<file path="src/rtl/pulse_meter_pkg.sv">
// pulse_meter_pkg
// Shared types and constants for the pulse period meter.
//   meter_state_t : measurement FSM state (S_IDLE, S_MEASURE)
//   DEFAULT_N     : default width of the interval counter / period output
package pulse_meter_pkg;

  localparam int DEFAULT_N = 8;

  typedef enum logic {
    S_IDLE    = 1'b0,
    S_MEASURE = 1'b1
  } meter_state_t;

endpackage

</file>
<file path="src/rtl/pulse_period_meter_if.sv">
// pulse_period_meter_if
// Bundles the measurement-side signals of the pulse period meter.
//   ena          : measurement enable (master -> meter)
//   pulse_in     : pulse train, synchronous to clk (master -> meter)
//   period       : last measured interval, held between updates (meter -> master)
//   period_valid : one-cycle strobe, period updated this cycle (meter -> master)
//   timeout      : one-cycle strobe, no rising edge within 2^N cycles (meter -> master)
// Signalling: there is no backpressure. ena/pulse_in are sampled every clock;
// period_valid and timeout are single-cycle strobes the consumer must take on
// the cycle they are high, and period stays stable until the next strobe.
interface pulse_period_meter_if
  import pulse_meter_pkg::*;
#(
  parameter int N = DEFAULT_N
);
  logic         ena;
  logic         pulse_in;
  logic [N-1:0] period;
  logic         period_valid;
  logic         timeout;

  modport master (
    output ena,
    output pulse_in,
    input  period,
    input  period_valid,
    input  timeout
  );

  modport slave (
    input  ena,
    input  pulse_in,
    output period,
    output period_valid,
    output timeout
  );
endinterface

</file>
<file path="src/rtl/comparator_eq.sv">
// comparator_eq
// Generic equality comparator.
//   i_a, i_b : W-bit operands
//   o_eq     : high when i_a == i_b
module comparator_eq #(
  parameter int W = 8
) (
  input  logic [W-1:0] i_a,
  input  logic [W-1:0] i_b,
  output logic         o_eq
);
  assign o_eq = (i_a == i_b);
endmodule

</file>
<file path="src/rtl/edge_detector.sv">
// edge_detector
// Rising-edge detector for the pulse train.
//   clk, rst : clock and synchronous active-high reset
//   i_pulse  : pulse input
//   i_ena    : enable; when low the edge output is forced to 0
//   o_edge   : i_pulse & ~pulse_prev, gated by i_ena
// pulse_prev tracks the input every cycle even while disabled, so raising
// enable on an already-high input never looks like an edge. It resets to 0,
// so an input that is high at reset release is reported as an edge.
module edge_detector (
  input  logic clk,
  input  logic rst,
  input  logic i_pulse,
  input  logic i_ena,
  output logic o_edge
);
  logic r_pulse_prev;

  always_ff @(posedge clk) begin
    if (rst) begin
      r_pulse_prev <= 1'b0;
    end else begin
      r_pulse_prev <= i_pulse;
    end
  end

  assign o_edge = i_ena & i_pulse & ~r_pulse_prev;
endmodule

</file>
<file path="src/rtl/pulse_period_meter.sv">
// pulse_period_meter
// Measures the spacing between rising edges of a pulse train in generator
// "ticks" (edges c0, c1 give period = c1 - c0 - 1), and flags a timeout when
// no edge follows within 2^N cycles.
//   clk, rst    : clock and synchronous active-high reset
//   bus         : pulse_period_meter_if slave (ena, pulse_in in; period,
//                 period_valid, timeout out)
//   o_dbg_state : current FSM state, for observation only
module pulse_period_meter
  import pulse_meter_pkg::*;
#(
  parameter int N = DEFAULT_N
) (
  input  logic                  clk,
  input  logic                  rst,
  pulse_period_meter_if.slave   bus,
  output meter_state_t          o_dbg_state
);
  localparam logic [N-1:0] ALL_ONES = '1;

  meter_state_t r_state;
  meter_state_t w_state_nx;
  logic [N-1:0] r_count;
  logic [N-1:0] w_count_nx;
  logic [N-1:0] r_period;
  logic [N-1:0] w_period_nx;
  logic         r_valid;
  logic         w_valid_nx;
  logic         r_timeout;
  logic         w_timeout_nx;
  logic         w_edge;
  logic         w_sat;

  edge_detector u_edge (
    .clk     (clk),
    .rst     (rst),
    .i_pulse (bus.pulse_in),
    .i_ena   (bus.ena),
    .o_edge  (w_edge)
  );

  // Counter has reached its last representable value; one more empty
  // cycle means the interval is out of range.
  comparator_eq #(.W(N)) u_sat_cmp (
    .i_a  (r_count),
    .i_b  (ALL_ONES),
    .o_eq (w_sat)
  );

  always_ff @(posedge clk) begin
    if (rst) begin
      r_state   <= S_IDLE;
      r_count   <= '0;
      r_period  <= '0;
      r_valid   <= 1'b0;
      r_timeout <= 1'b0;
    end else begin
      r_state   <= w_state_nx;
      r_count   <= w_count_nx;
      r_period  <= w_period_nx;
      r_valid   <= w_valid_nx;
      r_timeout <= w_timeout_nx;
    end
  end

  // w_edge is already gated by ena, so an edge seen here is always a live one.
  always_comb begin
    w_state_nx   = r_state;
    w_count_nx   = r_count;
    w_period_nx  = r_period;
    w_valid_nx   = 1'b0;
    w_timeout_nx = 1'b0;
    case (r_state)
      S_IDLE: begin
        w_count_nx = '0;
        if (w_edge) begin
          w_state_nx = S_MEASURE;
        end
      end
      S_MEASURE: begin
        if (!bus.ena) begin
          w_state_nx = S_IDLE;
          w_count_nx = '0;
        end else if (w_edge) begin
          // Edge wins over saturation: an interval of exactly 2^N-1 is valid.
          w_period_nx = r_count;
          w_valid_nx  = 1'b1;
          w_count_nx  = '0;
        end else if (w_sat) begin
          w_timeout_nx = 1'b1;
          w_count_nx   = '0;
          w_state_nx   = S_IDLE;
        end else begin
          w_count_nx = r_count + 1'b1;
        end
      end
      default: begin
        w_state_nx = S_IDLE;
        w_count_nx = '0;
      end
    endcase
  end

  assign bus.period       = r_period;
  assign bus.period_valid = r_valid;
  assign bus.timeout      = r_timeout;
  assign o_dbg_state      = r_state;
endmodule

</file>
<file path="src/flat_wrapper.sv">
// flat-port wrapper written by rule: the top's interface ports become plain ports
module pulse_period_meter_flat import pulse_meter_pkg::*;
#(
  parameter int N = DEFAULT_N
)
  (clk, rst, o_dbg_state, bus_ena, bus_pulse_in, bus_period, bus_period_valid, bus_timeout);
  pulse_period_meter_if #(.N(N)) bus_i ();
  input  logic clk;
  input  logic rst;
  output meter_state_t o_dbg_state;
  input wire logic [$bits(bus_i.ena)-1:0] bus_ena;
  input wire logic [$bits(bus_i.pulse_in)-1:0] bus_pulse_in;
  output wire logic [$bits(bus_i.period)-1:0] bus_period;
  output wire logic [$bits(bus_i.period_valid)-1:0] bus_period_valid;
  output wire logic [$bits(bus_i.timeout)-1:0] bus_timeout;
  assign bus_i.ena = bus_ena;
  assign bus_i.pulse_in = bus_pulse_in;
  assign bus_period = bus_i.period;
  assign bus_period_valid = bus_i.period_valid;
  assign bus_timeout = bus_i.timeout;
  pulse_period_meter #(.N(N)) u_core (.clk(clk), .rst(rst), .bus(bus_i), .o_dbg_state(o_dbg_state));
endmodule
</file>
<file path="config.mk">
export PLATFORM = sky130hd
export DESIGN_NAME = pulse_period_meter_flat
export DESIGN_NICKNAME = d
export VERILOG_FILES = /design/src/rtl/pulse_meter_pkg.sv /design/src/rtl/pulse_period_meter_if.sv /design/src/rtl/comparator_eq.sv /design/src/rtl/edge_detector.sv /design/src/rtl/pulse_period_meter.sv /design/src/flat_wrapper.sv
export SDC_FILE = /design/constraint.sdc
export NUM_CORES = 1
export LEC_CHECK = 0
export BUFFER_PORTS_ARGS = -buffer_cell sky130_fd_sc_hd__clkbuf_2
export CORE_MARGIN = 1.5
export CORE_UTILIZATION = 45
export DETAILED_ROUTE_END_ITERATION = 8
export GPL_TIMING_DRIVEN = 0
export PLACE_DENSITY = 0.67
export SLEW_MARGIN = 10
export SYNTH_ARGS = -nofsm -noshare
export SYNTH_HDL_FRONTEND = slang
export SYNTH_HIERARCHICAL = 1
export SYNTH_SLANG_ARGS = --single-unit
</file>
<file path="constraint.sdc">
create_clock -name clk -period 2.22 [get_ports clk]
set_clock_uncertainty 0.1 [all_clocks]
set_input_delay 0.222 -clock clk [delete_from_list [all_inputs] [get_ports clk]]
set_output_delay 0.222 -clock clk [all_outputs]
set_load 0.05 [all_outputs]
</file>
After elaboration in Yosys (flattened, before gate mapping). Cells that the tools add are included. W data, S select, Z words.

Flip-flop bits (word level): 20. Latch bits: 0. RAM bits: 0. Memory bits (read-only): 0. Output and inout port bits: 11. Word-level logic and storage cells: 26. Memories kept: 0.

$add $sub $neg: 1. Multiply operators: 0. Div/mod/pow operators: 0. $lt $le $gt $ge: 0. Equality and inequality tests: 1. Shift-type cells: 0. Mux-type cells: 10. Bitwise operators: 5. Reduce and logical (&&, ||, !) cells: 3.

Operator list (number): $mux W8 (3); $pmux W8 S2 (1); $add A8 B1 Y8 const B (1); $eq A8 B8 Y1 const B (1); $mux W1 (5); $reduce_or A4 Y1 (1); $not A1 Y1 (3); $reduce_and A3 Y1 (1); $reduce_or A3 Y1 (1); $and A1 B1 Y1 (2); $pmux W1 S2 (1).

Longest topological paths before layout.
Depth in word-level cells: 5. Gate-level depth with buffers: 6.

By module. The synthesis kept the hierarchy.

By module, submodules not included: pulse_period_meter (instances 1, cells an instance 80, area an instance 696.9 um2, seq. area each 380.4 um2); comparator_eq (instances 1, cells an instance 11, area an instance 86.3 um2, seq. area each 0.0 um2); edge_detector (instances 1, cells an instance 3, area an instance 35.0 um2, seq. area each 20.0 um2).

Worst setup path after synthesis. No wires, ideal clock.

Kind: register to register. Start point: reg u_core.r_state, in the netlist u_core/o_dbg_state. End point: reg u_core.r_period[0], in the netlist u_core/bus.period[0]. Library setup time: 0.132 ns. Arrival: 1.170 ns. Required time: 1.988 ns. Slack: 0.817 ns. Cell stages (with the launch flop): 4. Clock period less this slack: 1.403 ns. Cell sequence: dfxtp_1 > nand3_1 > nand2_1 > a21oi_1.

Word-level cells in the longest chain between the ends: 1.

Ends and longest elaborated chain: start, declared (line pulse_period_meter.sv:21) `meter_state_t r_state;`; start signal, assigned (line pulse_period_meter.sv:58) `r_state <= w_state_nx;`; $reduce_and A3 Y1 (no line); end signal, assigned (line pulse_period_meter.sv:60) `r_period <= w_period_nx;`; end, declared (line pulse_period_meter.sv:25) `logic [N-1:0] r_period;`.

Every way passes these cells. A chain may end at the register's enable or synchronous reset.

Final worst setup path.
Start point: reg u_core.r_count[2]. End point: reg u_core.r_count[2].

Word-level cells in the longest chain between the ends: 5. Elaborated cells on any way between the ends: 6. Those cells by class: add/sub: 1; eq/ne: 1; mux: 4.

Ends and longest elaborated chain: start, declared (line pulse_period_meter.sv:23) `logic [N-1:0] r_count;`; start signal, assigned (line pulse_period_meter.sv:59) `r_count <= w_count_nx;`; $eq A8 B8 Y1 (line comparator_eq.sv:12) `assign o_eq = (i_a == i_b);`; net u_core.w_sat (line pulse_period_meter.sv:32) `logic w_sat;`; $mux W8 (line pulse_period_meter.sv:89) `end else if (w_sat) begin`; $mux W8 (line pulse_period_meter.sv:84) `end else if (w_edge) begin`; $mux W8 (line pulse_period_meter.sv:81) `if (!bus.ena) begin`; $pmux W8 S2 (line pulse_period_meter.sv:73) `case (r_state)`.

The timed path passes the listed nets, and every way through them passes these cells.

==> impl_metrics.toml <==
[die]
core_area_sq_um = 1710
row_count = 15
initial_utilization_pct = 47.9
die_w_um = 45.6
die_area_sq_um = 2080
io_pins = 15
die_h_um = 45.6

[timing]
setup_viol = 0
finalCriticalPeriod_ns = 1.51
tns_ns = 0
fin_crit_sh_pct = 67.8
maxSlewViolCount = 0
hold_violations = 0
rsz0062_at_grt = "false"
max_freq_ghz = 0.664

[yosys]
synth_top_family_by_area = "simple AND/OR/NAND/NOR gates"
synth_common_cells = "20 x dfxtp_1, 19 x nand2_1, 11 x a21oi_1"
ys.warnings.count = 6
synthSimpleGateAreaFrac_pct = 26.1
synth_compound_area_share_pct = 9.63
synthXorXnorAreaFrac_pct = 11.8
ys_seq_area_share_pct = 48.9
netlist_area_sq_um = 818
netlist_instances = 94
synth.mux.area_fraction_pct = 0
synthAdderAreaFrac_pct = 1.53
postSynthAreaPerCell_sq_um = 8.71
synth-seq-cells = 20
synth_flop_cell = "dfxtp_1"
synthTopCellsByArea = "dfxtp_1 49%, xnor2_1 9.6%, nand2_1 8.7%"
synth_top_cell_by_area = "dfxtp_1"
synth_edf_count = 0
yosysTopAreaCellShare_pct = 48.9
async_reset_ff_share_pct = 0
yosysUniqueCellTypes = 23
synth_most_common_cell = "dfxtp_1"

[routing]
wire_per_inst_um = 10.0
drtAntennaViolNets = 0
via_per_inst = 4.69
num_vias = 680
routed_wl_um = 1460
drt-pass1-iter-count = 4
drt_iter0_drc = 12
post-route-drc-count = 0

[layout]
nets = 126
fillerInstances = 167
post-route-util_pct = 58.1
diodes = 0
syn_to_final_growth_pct = 21.3
drive_gt1_share_pct = 18.3

[global_routing]
grt_max_degree = 12
antenna_found_initial = 0
grt_pass1_vias = 564
grt_usage_pct = 16.5
grt-ovfl-total = 0
grt_pass1_wl_um = 2390

[worst_setup_path]
cpMaxStageDelayCell = "dfxtp_1"
crit_type = "register to register"
arrival_ns = 1.59
cpPeakStageDelay_ns = 0.50
crit_top_cell = "nor2_1"
critPathTopFamily = "simple AND/OR/NAND/NOR gates"
cp_cell_sequence = "xnor2_1 -> nand4_1 -> nor2_1 -> inv_1 -> nand2_1 -> nor2_1"
cp.required_ns = 2.30
crit_path_start_kind = "register"
cp-end-kind = "register"
reg2reg_slack_ns = 0.71
critical_path_buf_inv_count = 1
crit_path_max_fanout = 7

[clocking]
max-clock-path-buffers = 2
htreeDepth = 1
cts_inserted_buffers = 3
root_buffer = "clkbuf_4"
clkSlewWorstSetupHoldPaths_ns = 0.10
cts_tree = "built"
ctsResizeCount = 0
clk_latency_ns = 0.29
hold_buffers = 1
post_cts_buffers = 0
cts_sinks = 20

[hold_path]
min_path_type = "input pin to register"

[status]
status = "finished clean"

[place]
post-dp-hpwl_um = 1100
io_buffer_count = 14
globalplace.congestion = 0.732

[power]
power_density_nw_per_um2 = 603
vdd_drop_max_mv = 0.503
p_leak_nw = 0.372

[run]
drv_cap = 0
-- stage by stage --
step                      setup slack, ns  cell area (sq um)  hold slack (ns)  power [mW]  std cells
final                               0.714                992           0.0567       0.598        145
after floorplan                     0.817                845            0.194       0.395        101
after detailed placement            0.740                946            0.323       0.403        140
after CTS                           0.713                992           0.0501       0.609        145
after global routing                0.615                992           0.0509       0.625        145
after global placement              0.753                946            0.318       0.402        140
-- worst paths after layout --
check,start,end,cells past startpoint
worst max-delay path,u_core/r_count[2]$_SDFF_PP0_,u_core/r_count[2]$_SDFF_PP0_,6
worst min-delay path,bus_pulse_in,u_core/u_edge/r_pulse_prev$_SDFF_PP0_,2
worst min register to register,u_core/bus.period[1]$_SDFFE_PP0P_,u_core/bus.period[1]$_SDFFE_PP0P_,2
worst max register to register,u_core/r_count[2]$_SDFF_PP0_,u_core/r_count[2]$_SDFF_PP0_,6
-- per-layer routing --
layer	vias to the layer above	GRT usage [%]	wire length, um
met5	-	0	0
met4	0	3.53	14
met3	2	7.14	66
met2	16	23.7	627
met1	299	22.9	746
li1	363	-	-
-- registers in the layout, summed over array words and instances (netlist names) --
register                    count
u_core/bus.period_valid         1
u_core/u_edge/r_pulse_prev      1
u_core/o_dbg_state              1
u_core/bus.timeout              1
u_core/r_count                  8
u_core/bus.period               8
-- power breakdown --
part           switching, mW  total, mW  internal [mW]  leakage, nW
clock                  0.101      0.201         0.0999       0.0210
combinational         0.0198     0.0333         0.0135        0.190
sequential           0.00230      0.364          0.361        0.162
total                  0.123      0.598          0.475        0.372
-- cells by family (layout without fill, tap and decap cells) --
kind of cell               Yosys count  in the layout
buffers and inverters                3             22
and+or+nand+nor                     43             43
AOI/OAI and AO/OA                   15             15
xor gates and xnor gates            11             11
adders and majority gates            1              1
other                                1              8
DFF                                 20             20
-- area by class of cell --
| class | count | area [sq um] | share of cell area, % |
|---|---|---|---|
| inverter | 1 | 3.75 | 0.378 |
| sequential | 20 | 400 | 40.4 |
| clock buffer | 4 | 36.3 | 3.66 |
| buffer | 2 | 8.76 | 0.883 |
| multi-input combinational | 78 | 432 | 43.5 |
| tap | 25 | 31.3 | 3.15 |
| timing repair buffer | 15 | 80.1 | 8.07 |
-- cells in the final DEF, fill, tap and decap left out --
cell,netlist,final
xnor2_1,9,9
clkbuf_2,0,14
nor2_1,6,6
clkbuf_4,0,3
ha_1,1,1
xor2_1,2,2
nand3_2,1,1
clkbuf_1,1,1
a21oi_2,1,1
and4bb_2,1,1
and3_1,2,2
clkbuf_8,0,1
nand4_1,3,3
dfxtp_1,20,20
nand3_1,3,3
buf_2,1,1
nor2b_1,2,2
or3_1,3,3
and3b_1,1,1
dlygate4sd3_1,0,1
inv_1,1,1
a21oi_1,11,11
nor3_1,1,1
o21ai_0,3,3
and2_1,1,1
conb_1,1,8
nand2_1,19,19
Note: power is estimated with default switching activity, not from simulation.
